## config.mk

```make
export PLATFORM = sky130hd
export DESIGN_NAME = shot_scanner
export DESIGN_NICKNAME = d
export VERILOG_FILES = /design/src/rtl/shot_pkg.sv /design/src/rtl/shot_bounds_check.sv /design/src/rtl/shot_scanner.sv
export SDC_FILE = /design/constraint.sdc
export NUM_CORES = 1
export LEC_CHECK = 0
export ABC_AREA = 1
export BUFFER_PORTS_ARGS = -buffer_cell sky130_fd_sc_hd__buf_4
export CORE_AREA = 2 2 151 153
export DETAILED_ROUTE_END_ITERATION = 8
export DIE_AREA = 0 0 153 155
export SLEW_MARGIN = 30
export SYNTH_ARGS = -nofsm -noshare
export SYNTH_HDL_FRONTEND = slang
export SYNTH_SLANG_ARGS = --single-unit
export TNS_END_PERCENT = 20
```

## constraint.sdc

```tcl
create_clock -name clk -period 2.6 [get_ports clk]
set_input_delay 0.65 -clock clk [delete_from_list [all_inputs] [get_ports clk]]
set_output_delay 0.65 -clock clk [all_outputs]
set_load 0.1 [all_outputs]
```

## src/rtl/shot_pkg.sv

```systemverilog
// Shared definitions for the shot pipeline stages.
// Entity field layout, screen limits and scanner states.
package shot_pkg;

  localparam int unsigned ENT_W      = 34;
  localparam int unsigned COORD_W    = 10;

  localparam int unsigned ACTIVE_BIT = 33;
  localparam int unsigned TYPE_LSB   = 30;
  localparam int unsigned TYPE_W     = 3;
  localparam int unsigned YQ_LSB     = 28;
  localparam int unsigned XQ_LSB     = 26;
  localparam int unsigned Q_W        = 2;
  localparam int unsigned Y_LSB      = 16;
  localparam int unsigned X_LSB      = 6;
  localparam int unsigned DIR_LSB    = 0;
  localparam int unsigned DIR_W      = 6;

  localparam int unsigned SCREEN_W_D = 640;
  localparam int unsigned SCREEN_H_D = 480;

  typedef enum logic [1:0] {
    IDLE = 2'd0,
    SCAN = 2'd1,
    EMIT = 2'd2,
    DONE = 2'd3
  } scan_state_t;

endpackage

```

## src/rtl/shot_bounds_check.sv

```systemverilog
// Combinational active / off-screen classification of one entity.
// Coordinates are unsigned, so a wrap below zero reads as off-screen.
module shot_bounds_check
  import shot_pkg::*;
#(
  parameter int unsigned ENTITY_SIZE = ENT_W,
  parameter int unsigned SCREEN_W    = SCREEN_W_D,
  parameter int unsigned SCREEN_H    = SCREEN_H_D
) (
  input  logic [ENTITY_SIZE-1:0] i_entity,
  output logic                   o_active,
  output logic                   o_offscreen
);

  logic [COORD_W-1:0] w_x;
  logic [COORD_W-1:0] w_y;
  logic               w_unused;

  assign w_x = i_entity[X_LSB +: COORD_W];
  assign w_y = i_entity[Y_LSB +: COORD_W];

  assign o_active    = i_entity[ACTIVE_BIT];
  assign o_offscreen = (32'(w_x) >= SCREEN_W)
                    || (32'(w_y) >= SCREEN_H);

  assign w_unused = ^{i_entity[TYPE_LSB +: TYPE_W],
                      i_entity[YQ_LSB +: Q_W],
                      i_entity[XQ_LSB +: Q_W],
                      i_entity[DIR_LSB +: DIR_W]};

endmodule

```

## src/rtl/shot_scanner.sv

```systemverilog
// Per-frame walk of the shot array: retire off-screen shots,
// stream on-screen ones to the renderer one entity at a time.
module shot_scanner
  import shot_pkg::*;
#(
  parameter int unsigned SHOT_COUNT  = 10,
  parameter int unsigned ENTITY_SIZE = ENT_W,
  parameter int unsigned ADDR_W      = $clog2(SHOT_COUNT),
  parameter int unsigned SCREEN_W    = SCREEN_W_D,
  parameter int unsigned SCREEN_H    = SCREEN_H_D
) (
  input  logic                   clk,
  input  logic                   reset_n,
  input  logic                   frame_start,
  input  logic [SHOT_COUNT-1:0][ENTITY_SIZE-1:0] shots_data,
  output logic                   delete_shot,
  output logic [ADDR_W-1:0]      shot_address,
  output logic                   ent_valid,
  input  logic                   ent_ready,
  output logic [ENTITY_SIZE-1:0] ent_data,
  output logic [ADDR_W-1:0]      ent_index,
  output logic                   busy,
  output logic                   scan_done,
  output logic                   overrun
);

  scan_state_t              r_state;
  scan_state_t              w_state_nxt;
  logic [ADDR_W-1:0]        r_idx;
  logic [ADDR_W-1:0]        w_idx_nxt;
  logic                     r_del;
  logic [ADDR_W-1:0]        r_del_addr;
  logic [ENTITY_SIZE-1:0]   r_ent_data;
  logic [ADDR_W-1:0]        r_ent_index;
  logic                     r_overrun;

  logic [ENTITY_SIZE-1:0]   w_slot;
  logic                     w_active;
  logic                     w_off;
  logic                     w_last;
  logic                     w_del;
  logic                     w_latch;
  scan_state_t              w_adv_state;
  logic [ADDR_W-1:0]        w_adv_idx;

  assign w_slot = shots_data[r_idx];

  shot_bounds_check #(
    .ENTITY_SIZE (ENTITY_SIZE),
    .SCREEN_W    (SCREEN_W),
    .SCREEN_H    (SCREEN_H)
  ) u_bounds (
    .i_entity    (w_slot),
    .o_active    (w_active),
    .o_offscreen (w_off)
  );

  assign w_last      = (r_idx == ADDR_W'(SHOT_COUNT - 1));
  assign w_adv_state = w_last ? DONE : SCAN;
  assign w_adv_idx   = w_last ? r_idx : r_idx + ADDR_W'(1);

  always_comb begin
    w_state_nxt = r_state;
    w_idx_nxt   = r_idx;
    w_del       = 1'b0;
    w_latch     = 1'b0;
    unique case (r_state)
      IDLE: begin
        if (frame_start) begin
          w_state_nxt = SCAN;
          w_idx_nxt   = '0;
        end
      end
      SCAN: begin
        if (!w_active) begin
          w_state_nxt = w_adv_state;
          w_idx_nxt   = w_adv_idx;
        end else if (w_off) begin
          w_del       = 1'b1;
          w_state_nxt = w_adv_state;
          w_idx_nxt   = w_adv_idx;
        end else begin
          w_latch     = 1'b1;
          w_state_nxt = EMIT;
        end
      end
      EMIT: begin
        if (ent_ready) begin
          w_state_nxt = w_adv_state;
          w_idx_nxt   = w_adv_idx;
        end
      end
      DONE: begin
        w_state_nxt = IDLE;
      end
      default: begin
        w_state_nxt = IDLE;
      end
    endcase
  end

  always_ff @(posedge clk) begin
    if (!reset_n) begin
      r_state     <= IDLE;
      r_idx       <= '0;
      r_del       <= 1'b0;
      r_del_addr  <= '0;
      r_ent_data  <= '0;
      r_ent_index <= '0;
      r_overrun   <= 1'b0;
    end else begin
      r_state    <= w_state_nxt;
      r_idx      <= w_idx_nxt;
      r_del      <= w_del;
      r_del_addr <= w_del ? r_idx : '0;
      if (w_latch) begin
        r_ent_data  <= w_slot;
        r_ent_index <= r_idx;
      end
      if (frame_start && (r_state != IDLE)) begin
        r_overrun <= 1'b1;
      end
    end
  end

  assign delete_shot  = r_del;
  assign shot_address = r_del_addr;
  assign ent_valid    = (r_state == EMIT);
  assign ent_data     = r_ent_data;
  assign ent_index    = r_ent_index;
  assign busy         = (r_state != IDLE);
  assign scan_done    = (r_state == DONE);
  assign overrun      = r_overrun;

endmodule

```

==> results of run 1 <==
## where the power goes
part           internal (W)  total [W]  switching [W]
clock network      0.000456   0.000765       0.000308
logic               0.00103    0.00306        0.00202
registers          0.000852   0.000922      0.0000704
total               0.00234    0.00474        0.00240
## cell type report
| cell class | instances | area, um^2 | area share [%] |
|---|---|---|---|
| multi-input combinational | 720 | 3440 | 41.7 |
| clock inverter | 1 | 30.0 | 0.364 |
| timing repair buffer | 409 | 3120 | 37.9 |
| clock buffer | 7 | 133 | 1.61 |
| antenna | 3 | 7.51 | 0.0911 |
| inverter | 37 | 146 | 1.78 |
| tap | 285 | 357 | 4.33 |
| sequential | 50 | 1010 | 12.2 |
## layout by cell type, fill, tap and decap left out, types with 11 or more instances in the layout
cell type,instances
a21oi_1,39
buf_4,405
dfxtp_1,47
inv_1,32
nand2_1,212
nand3_1,42
nor2_1,180
nor3_1,11
o211ai_1,12
o21ai_0,127
o21ai_1,17
o221ai_1,33
o22ai_1,18
## cell families after synthesis
kind of cell,count (synthesis)
simple gates,448
fa+ha+maj,6
xor+xnor,2
flops,50
buf+inv,113
compound gates,256
mux,8
## synth_stat cells
cell type / instances / area share (%)
inv_4: 1 / 0.13
buf_1: 3 / 0.23
buf_6: 6 / 1.4
a21oi_1: 39 / 3.9
dfxtp_1: 50 / 20
inv_1: 32 / 2.4
nor2_4: 1 / 0.23
o22ai_1: 18 / 2.3
buf_2: 25 / 2.5
o21ai_2: 1 / 0.18
o21a_1: 2 / 0.30
a211oi_1: 1 / 0.15
nand2_1: 212 / 16
nor3_4: 1 / 0.33
o21ai_1: 17 / 1.7
ha_1: 6 / 1.5
inv_2: 4 / 0.30
mux2i_1: 8 / 1.6
nand3_4: 1 / 0.35
o21ai_0: 127 / 13
o221ai_1: 33 / 5.8
a21oi_2: 1 / 0.18
o211ai_1: 12 / 1.8
nor2_1: 180 / 14
clkbuf_1: 35 / 2.6
nand3_1: 42 / 4.2
nor3_1: 11 / 1.1
buf_4: 7 / 1.1
o31ai_1: 5 / 0.76
xor2_1: 2 / 0.35
## sequential cells by signal, indices dropped and copies added (netlist names)
| name | flops |
|---|---|
| shot_address | 4 |
| r_idx | 4 |
| r_state | 2 |
| ent_data | 34 |
| ent_index | 4 |
| overrun | 1 |
| delete_shot | 1 |
## path summary, 6_finish.rpt
check	end	slack (ns)	depth (start not counted)
hold reg to reg	ent_data[25]	0.46	2
setup / recovery	r_idx[3]	0.32	17
setup reg to reg	r_idx[3]	0.32	17
hold / removal	ent_data[25]	0.46	2
## per-stage QoR
stage | setup WS, ns | util, % | hold WS (ns) | cells
finish | 0.315 | 37.1 | 0.462 | 1512
detailed placement | 0.210 | 36.3 | 0.451 | 1501
global route | 0.0610 | 37.1 | 0.486 | 1512
floorplan | 0.306 | - | 0.478 | 883
global placement | 0.205 | 36.3 | 0.445 | 1501
CTS | 0.199 | 37.0 | 0.462 | 1509
## routing by layer
metal | share of wire, % | up-vias
li1 | - | 3653
met1 | 37 | 3407
met2 | 53 | 315
met3 | 7.1 | 45
met4 | 2.9 | 0
met5 | 0 | -
## tightest hold or removal path, delay by kind of cell (launching register included)
| family | cells | cell delay [ns] |
|---|---|---|
| flops | 1 | 0.31 |
| simple gates | 1 | 0.08 |
| buf+inv | 1 | 0.04 |
## what timing repair did
item	CTS	global route
gates resized for setup	0	1
setup buffers	0	0
endpoints found under the setup margin	0	2
==> results_dict.tcl, run 1 <==
set metrics [dict create \
    status "complete, no violations" \
    gr-usage-met2_pct 44.9 \
    area_delta_synth_final_pct 65.8 \
    synth.net_count 1233 \
    antenna_found_initial 3 \
    vias_per_cell 4.91 \
    worstPathMaxFanout 43 \
    gr-usage-met3_pct 5.15 \
    rsz0062_at_grt "no" \
    slew_violations 0 \
    yosysUniqueCellTypes 30 \
    remaining_drc_errors 0 \
    finalClockSkew_ns 0.00446 \
    synth_compound_area_share_pct 29.9 \
    setup_violations 0 \
    yosys_register_bits 50 \
    clock_sinks 50 \
    min_period_ns 2.28 \
    clkLatencyLatePin_ns 0.30 \
    start_kind "flip-flop" \
    drtPass1Iterations 4 \
    fmax_ghz 0.438 \
    cp_cell_sequence "inv_6 -> buf_4 -> nand2_1 -> nand2_1 -> nand2_1 -> nand3_1 -> nand3_1 -> nand2_1 -> nand2_1 -> nor2_1 -> nor2_4 -> nand3_4 -> buf_12 -> nand2_1 -> inv_1 -> nor2_1 -> nor2_1" \
    grt_pass1_vias 7402 \
    yosys.area_share.adder_pct 1.51 \
    portBuffers 390 \
    cp.buffers_inverters 4 \
    hold_viol_final 0 \
    layout-drive-gt1-share_pct 35.0 \
    cp_slowest_cell "dfxtp_4" \
    avgSynthCellArea_um2 5.63 \
    power.leakage_nw 4.01 \
    cts_root_buf "clkbuf_16" \
    met1_usage_pct 25.7 \
    via_count 7420 \
    htree_levels 2 \
    p_per_area_mw_per_mm2 576 \
    cts_tree "built" \
    cp.arrival_ns 2.52 \
    ir_drop_mv 0.311 \
    hold_path.class "flip-flop to flip-flop" \
    synth_top_family_by_area "simple AND/OR/NAND/NOR gates" \
    synthCells 883 \
    placed_area_mm2 0.00807 \
    ys_warn_count 0 \
    max_slew.worst_pin.slew_ns 0.658 \
    fill_cells 2512 \
    gp_congestion 0.932 \
    wirelength_um 29100 \
    numCtsBuffers 5 \
    core_mm2 0.0222 \
    slew-limit-headroom_pct 56.1 \
    ant_nets 0 \
    num_rows 55 \
    ios 391 \
    wl_per_cell_um 19.2 \
    total_power_w 0.00474 \
    nets 1573 \
    drv_cap 0 \
    initial_core_util_pct 22.4 \
    min-delay-start "ent_data[25]" \
    fin_setup_tns_ns 0 \
    max_stage_delay_ns 0.38 \
    die_area_mm2 0.0237 \
    yosys.area_share.simple_pct 35.9 \
    grt_usage_pct 23.6 \
    gr-max-usage-layer "met2" \
    synth_xor_area_share_pct 0.352 \
    clkTransAtPathRegs_ns 0.07 \
    die_h_um 155 \
    critical_path_required_ns 2.83 \
    synth_mux_area_share_pct 1.61 \
    drtIter0Drc 429 \
    timing.rr.start "r_idx[0]" \
    final_cell_area_mm2 0.00824 \
    min_period_over_period_pct 87.9 \
    critPathTopFamily "simple AND/OR/NAND/NOR gates" \
    crit_path_end_kind "flip-flop" \
    grt_first_pass_wirelength_um 43000 \
    grt_overflow 0 \
    holdBufCountCts 0 \
    clockBufferDepth 2 \
    grt_max_degree 120 \
    synth-seq-area-share_pct 20.1 \
    path_class "flip-flop to flip-flop" \
    cpMostUsedCell "nand2_1" \
    hpwl_um 22700 \
    netlist_area_mm2 0.00497 \
    critPathLaunch "r_idx[0]" \
    die_w_um 153 \
]
(Power assumes the default switching activity.)
==> inputs of run 2 (changes only) <==
--- a/config.mk
+++ b/config.mk
@@ -7,9 +7,9 @@
 export LEC_CHECK = 0
 export ABC_AREA = 1
 export BUFFER_PORTS_ARGS = -buffer_cell sky130_fd_sc_hd__buf_4
-export CORE_AREA = 2 2 151 153
+export CORE_AREA = 2 2 150 152
 export DETAILED_ROUTE_END_ITERATION = 8
-export DIE_AREA = 0 0 153 155
+export DIE_AREA = 0 0 152 154
 export SLEW_MARGIN = 30
 export SYNTH_ARGS = -nofsm -noshare
 export SYNTH_HDL_FRONTEND = slang
==> constraint.sdc (replaced) <==
create_clock -name clk -period 1.9 [get_ports clk]
set_input_delay 0.475 -clock clk [delete_from_list [all_inputs] [get_ports clk]]
set_output_delay 0.475 -clock clk [all_outputs]
set_load 0.1 [all_outputs]
==> run 2 against run 1 <==
The run now ends with negative setup slack left. Total power rose by 49%. Combinational power rose by 56%. Count of clock-buffer cells in the layout did not move. Fmax rose by 9.1%. Register-to-register slack got worse by 0.51 ns. Final area rose by 7.3%. Die area fell by 1.3%. Worst setup slack got worse by 0.51 ns. Sequential cell count did not move. Wire length fell by 1.2%. Utilization rose by 3.7 points. Critical path type unchanged. Critical endpoint is now ent_data[18]. Largest cell class is now non-clock buffers. Highest routed layer is now met5.
==> results_dict.tcl, run 2 (synthesis gave the netlist of run 1 again) <==
set metrics [dict create \
    core_mm2 0.0217 \
    grt_overflow 0 \
    place_inst 1540 \
    remaining_drc_errors 0 \
    die_area_mm2 0.0234 \
    max_slew.worst_pin.slew_ns 0.605 \
    rsz0062_at_grt "yes" \
    drtPass1Iterations 5 \
    htree_levels 2 \
    crit_path_end_kind "flip-flop" \
    max_stage_delay_ns 0.40 \
    setup_violations 47 \
    grt_usage_pct 23.3 \
    largest_reg_flops 34 \
    hold-worst-slack_ns 0.453 \
    ant_nets 0 \
    layout_commonest_cell "buf_4" \
    clockBufferDepth 2 \
    via_count 7620 \
    critical_path_required_ns 2.12 \
    initial_core_util_pct 22.9 \
    fmax_ghz 0.478 \
    path_class "flip-flop to flip-flop" \
    fin_cells 1556 \
    min_period_over_period_pct 110 \
    clkLatencyLatePin_ns 0.29 \
    grt_pass1_vias 7483 \
    violations "negative setup slack" \
    power.leakage_nw 4.30 \
    vias_per_cell 4.90 \
    die_h_um 154 \
    die_w_um 152 \
    drtIter0Drc 437 \
    p_per_area_mw_per_mm2 799 \
    hpwl_um 23000 \
    status "complete, but fails checks" \
    clock_sinks 50 \
    portBuffers 390 \
    hold_path.class "flip-flop to flip-flop" \
    cp.arrival_ns 2.31 \
    slew-limit-headroom_pct 59.6 \
    gp_congestion 0.939 \
    setup_ws_ns -0.193 \
    cts_root_buf "clkbuf_16" \
    total_power_w 0.00706 \
    cp_cell_sequence "clkbuf_16 -> nor2_4 -> nor2_1 -> o21ai_1 -> o211ai_1 -> nand3_1 -> nand2_2 -> o21ai_4 -> nand3_4 -> inv_6 -> clkbuf_16 -> nand2_1 -> a21oi_1" \
    nets 1622 \
    num_rows 54 \
    min_period_ns 2.09 \
    wirelength_um 28800 \
    final_cell_mix "buf_4 (444), nand2_1 (207), nor2_1 (178), o21ai_0 (125), dfxtp_1 (47)" \
    slew_violations 0 \
    cp_slowest_cell "dfxtp_4" \
    cts_tree "built" \
    grt_max_degree 61 \
    clkTransAtPathRegs_ns 0.07 \
    holdBufCountCts 0 \
    start_kind "flip-flop" \
    antenna_found_initial 4 \
    layout-drive-gt1-share_pct 39.2 \
    area_delta_synth_final_pct 77.9 \
    wl_per_cell_um 18.5 \
    cpMostUsedCell "clkbuf_16" \
    ir_drop_mv 0.384 \
    hold_viol_final 0 \
    finalClockSkew_ns 0.00637 \
    drv_cap 0 \
    grt_first_pass_wirelength_um 43000 \
    ios 391 \
    worstPathMaxFanout 12 \
    numCtsBuffers 5 \
]
==> run 2: cell types whose count changed in the layout (fill, tap and decap cells not counted), moves of 5 or more <==
cell and change:
buf_4 +39, nor3_1 -6, nor3_2 +6, buf_12 +5
nand2_1 -5, nand2_2 +5
==> run 2: worst max-delay path: cells and delay by family (launching register included) <==
family	cells	cell delay, ns
AOI/OAI and AO/OA	4	0.54
DFF	1	0.40
and+or+nand+nor	6	0.56
buffers and inverters	3	0.50
==> run 2: path summary, 6_finish.rpt <==
check,end,slack (ns),cells after the start,startpoint
setup / recovery,ent_data[18],-0.19,13,r_idx[0]
hold / removal,ent_data[25],0.45,2,ent_data[25]
setup reg to reg,ent_data[18],-0.19,13,r_idx[0]
hold reg to reg,ent_data[25],0.45,2,ent_data[25]
==> run 2: power breakdown <==
group | internal [W] | leakage, nW | switching, W
sequential | 0.00117 | 0.407 | 0.0000898
clock | 0.000624 | 0.0781 | 0.000400
combinational | 0.00183 | 3.82 | 0.00295
==> run 2: stage by stage <==
| stage | worst slack, ns | TNS (ns) | instance area, um^2 | util, % |
|---|---|---|---|---|
| after detailed placement | -0.322 | -8.67 | 8490 | 39.2 |
| final | -0.193 | -6.94 | 8840 | 40.8 |
| after CTS | -0.191 | -6.49 | 8700 | 40.1 |
| after global placement | -0.336 | -8.10 | 8490 | 39.2 |
| after global routing | -0.327 | -13.09 | 8840 | 40.8 |
| after floorplan | 0.0316 | 0 | 5010 | - |
==> run 2: layer usage <==
metal  routed length (um)  track usage (%)  vias up
met5                   16                0        -
met4                 1170             9.12        2
met3                 2080             5.64       51
met2                14400             42.0      338
met1                11100             26.4     3478
li1                     -                -     3751
==> run 2: cell type report <==
type                    count  area (um^2)
flip-flops and latches     50         1010
clock inverters             1         30.0
repair buffers            458         3600
fillers                  2369        12800
multi-input cells         720         3560
diodes                      3         7.51
inverters                  37          155
well taps                 280          350
clock buffers               7          133
==> run 2: repair_timing <==
action,4_1_cts,5_1_grt
pin swaps,3,3
resized for setup,11,18
buffers inserted,1,2
endpoints found under the setup margin,48,50
gates cloned,0,2
==> inputs of run 3 (changes only) <==
--- a/config.mk
+++ b/config.mk
@@ -5,11 +5,10 @@
 export SDC_FILE = /design/constraint.sdc
 export NUM_CORES = 1
 export LEC_CHECK = 0
-export ABC_AREA = 1
 export BUFFER_PORTS_ARGS = -buffer_cell sky130_fd_sc_hd__buf_4
-export CORE_AREA = 2 2 150 152
+export CORE_AREA = 2 2 153 155
 export DETAILED_ROUTE_END_ITERATION = 8
-export DIE_AREA = 0 0 152 154
+export DIE_AREA = 0 0 155 157
 export SLEW_MARGIN = 30
 export SYNTH_ARGS = -nofsm -noshare
 export SYNTH_HDL_FRONTEND = slang
==> run 3 against run 2 <==
Critical path depth down 4. Count of clock-buffer cells in the layout down 2. Final area down 2.5%. The flow still finishes with violations (negative setup slack). Die area up 4.0%. Hold slack worse by 0.030 ns. Non-clock buffer count down 10. Largest power group unchanged. Clock skew down 0.0023 ns. Sequential power down 13%. Sequential cell count unchanged. Critical endpoint unchanged.
==> results_dict.tcl, run 3 <==
set metrics [dict create \
    initial_core_util_pct 21.1 \
    htree_levels 2 \
    setup_violations 49 \
    start_kind "flip-flop" \
    timing.rr.start "r_idx[0]" \
    finalClockSkew_ns 0.00407 \
    nets 1194 \
    grt_overflow 0 \
    slew-limit-headroom_pct 66.5 \
    clockBufferDepth 2 \
    area_delta_synth_final_pct 81.5 \
    grt_pass1_vias 5691 \
    min_period_ns 2.45 \
    max_slew.worst_pin.slew_ns 0.503 \
    grt_usage_pct 16.8 \
    worstHoldPathCells 3 \
    ant_nets 0 \
    cts_root_buf "clkbuf_16" \
    synth-seq-area-share_pct 21.1 \
    hold_viol_final 0 \
    grt_max_degree 47 \
    holdBufCountCts 0 \
    synth_top_area_cell "mux4_2" \
    core_mm2 0.0225 \
    die_h_um 157 \
    clock_sinks 50 \
    synth.net_count 785 \
    die_w_um 155 \
    yosys_register_bits 50 \
    wirelength_um 22000 \
    antenna_cells 0 \
    crit_path_end_kind "flip-flop" \
    fmax_ghz 0.408 \
    hpwl_um 17900 \
    ff2ff_path_depth 9 \
    fill_cells 2271 \
    vias_per_cell 4.83 \
    antenna_found_initial 0 \
    netlist_area_mm2 0.00475 \
    layout_commonest_cell "buf_4" \
    critical_path_required_ns 2.09 \
    fin_setup_tns_ns -23.22 \
    path_class "flip-flop to flip-flop" \
    ir_drop_mv 0.285 \
    cp.arrival_ns 2.64 \
    ys_warn_count 0 \
    drtIter0Drc 200 \
    ys_async_sr_fraction_pct 0 \
    min_period_over_period_pct 129 \
    hold_path.class "primary input to flip-flop" \
    avgSynthCellArea_um2 10.9 \
    wl_per_cell_um 19.5 \
    slew_violations 0 \
    synthTopCellsByArea "mux4_2 (29%), dfxtp_1 (21%), mux2_2 (9.5%)" \
    yosysUniqueCellTypes 39 \
    synth_top_area_share_pct 29.4 \
    layout-drive-gt1-share_pct 70.8 \
    reg2reg_slack_ns -0.55 \
    min-delay-start "frame_start" \
    via_count 5453 \
    min_to "overrun" \
    worstPathMaxFanout 27 \
    grt_first_pass_wirelength_um 31300 \
    rsz0062_at_grt "yes" \
    portBuffers 390 \
    num_rows 55 \
    remaining_drc_errors 0 \
    ios 391 \
    power.leakage_nw 4.12 \
    ys.flop_type "dfxtp_1" \
    hold-worst-slack_ns 0.423 \
    violations "negative setup slack" \
    clkLatencyLatePin_ns 0.29 \
    gp_congestion 0.773 \
    die_area_mm2 0.0243 \
    synth_edf_count 0 \
    numCtsBuffers 5 \
    clkTransAtPathRegs_ns 0.07 \
    drtPass1Iterations 4 \
    largest_reg_flops 34 \
    drv_cap 0 \
    setup_ws_ns -0.550 \
    status "complete, but fails checks" \
    cts_tree "built" \
    final_cell_mix "buf_4 (435), mux4_2 (62), dfxtp_1 (45), nor2_1 (44), mux2i_1 (42)" \
    r2r_end "ent_data[18]" \
    p_per_area_mw_per_mm2 465 \
    synthCells 435 \
    yosysMostFrequentCell "mux4_2" \
    netlist_top_cells_count "mux4_2 (62), dfxtp_1 (50), nor2_1 (44), mux2i_1 (43), mux2_2 (40)" \
]
-- run 3: metal layers --
layer | share of wire [%] | vias to the layer above | GRT usage [%]
li1 | - | 2547 | -
met1 | 39 | 2632 | 19.7
met2 | 52 | 262 | 31.2
met3 | 7.4 | 12 | 3.52
met4 | 1.3 | 0 | 4.06
met5 | 0 | - | 0
-- run 3: critical path, stage by stage, from the launching register on --
cell and delay (ns):
dfxtp_4 0.36, buf_12 0.14, mux4_2 0.53, a221oi_2 0.28, a21oi_1 0.08, a41oi_2 0.23, nand3_4 0.11, buf_12 0.18
and3_1 0.19, a211o_1 0.21
-- run 3: per-stage QoR --
step	worst slack, ns	area (um^2)	utilization (%)	total power, W	instances
final	-0.550	8620	38.3	0.00401	1130
after global routing	-0.685	8620	38.3	0.00423	1130
after detailed placement	-0.651	8270	36.8	0.00292	1115
after CTS	-0.557	8510	37.8	0.00404	1126
after floorplan	-0.501	4800	-	0.00212	435
after global placement	-0.605	8270	36.8	0.00291	1115
-- run 3: layout make-up --
| type | instances | area (um^2) | area share [%] |
|---|---|---|---|
| flip-flops and latches | 50 | 1010 | 11.7 |
| clock inverters | 3 | 40.0 | 0.464 |
| inverters | 10 | 37.5 | 0.435 |
| clock buffers | 5 | 125 | 1.45 |
| well taps | 285 | 357 | 4.14 |
| repair buffers | 448 | 3530 | 40.9 |
| multi-input cells | 329 | 3530 | 40.9 |
-- run 3: cell families after synthesis --
kind of cell / synth area share, %
AND/OR/NAND/NOR: 10.6
flip-flops: 21.1
multiplexers: 47.9
adder cells (fa/ha/maj): 1.58
buffers and inverters: 5.90
AO/OA/AOI/OAI: 12.9
-- run 3: how the worst max path moves through the flow --
stage / end / slack [ns] / cells past startpoint / startpoint
3_5_place_dp: ent_data[10] / -0.65 / 9 / r_idx[0]
2_1_floorplan: ent_data[16] / -0.50 / 11 / r_idx[0]
4_1_cts: ent_data[20] / -0.56 / 9 / r_idx[0]
6_report: ent_data[18] / -0.55 / 9 / r_idx[0]
5_1_grt: ent_data[7] / -0.69 / 9 / r_idx[0]
3_3_place_gp: ent_data[28] / -0.61 / 8 / r_idx[0]
-- run 3: power breakdown --
part | total, W | switching (W) | internal, W
combinational | 0.00187 | 0.000785 | 0.00108
sequential | 0.00110 | 0.0000237 | 0.00108
clock | 0.00103 | 0.000417 | 0.000618
total | 0.00401 | 0.00123 | 0.00278
-- run 3: repair_timing --
item                       CTS  global route
setup endpoints to repair   50            50
resized for setup            9            12
cloned                       0             2
pin swaps                    1             0
setup buffers                3             2
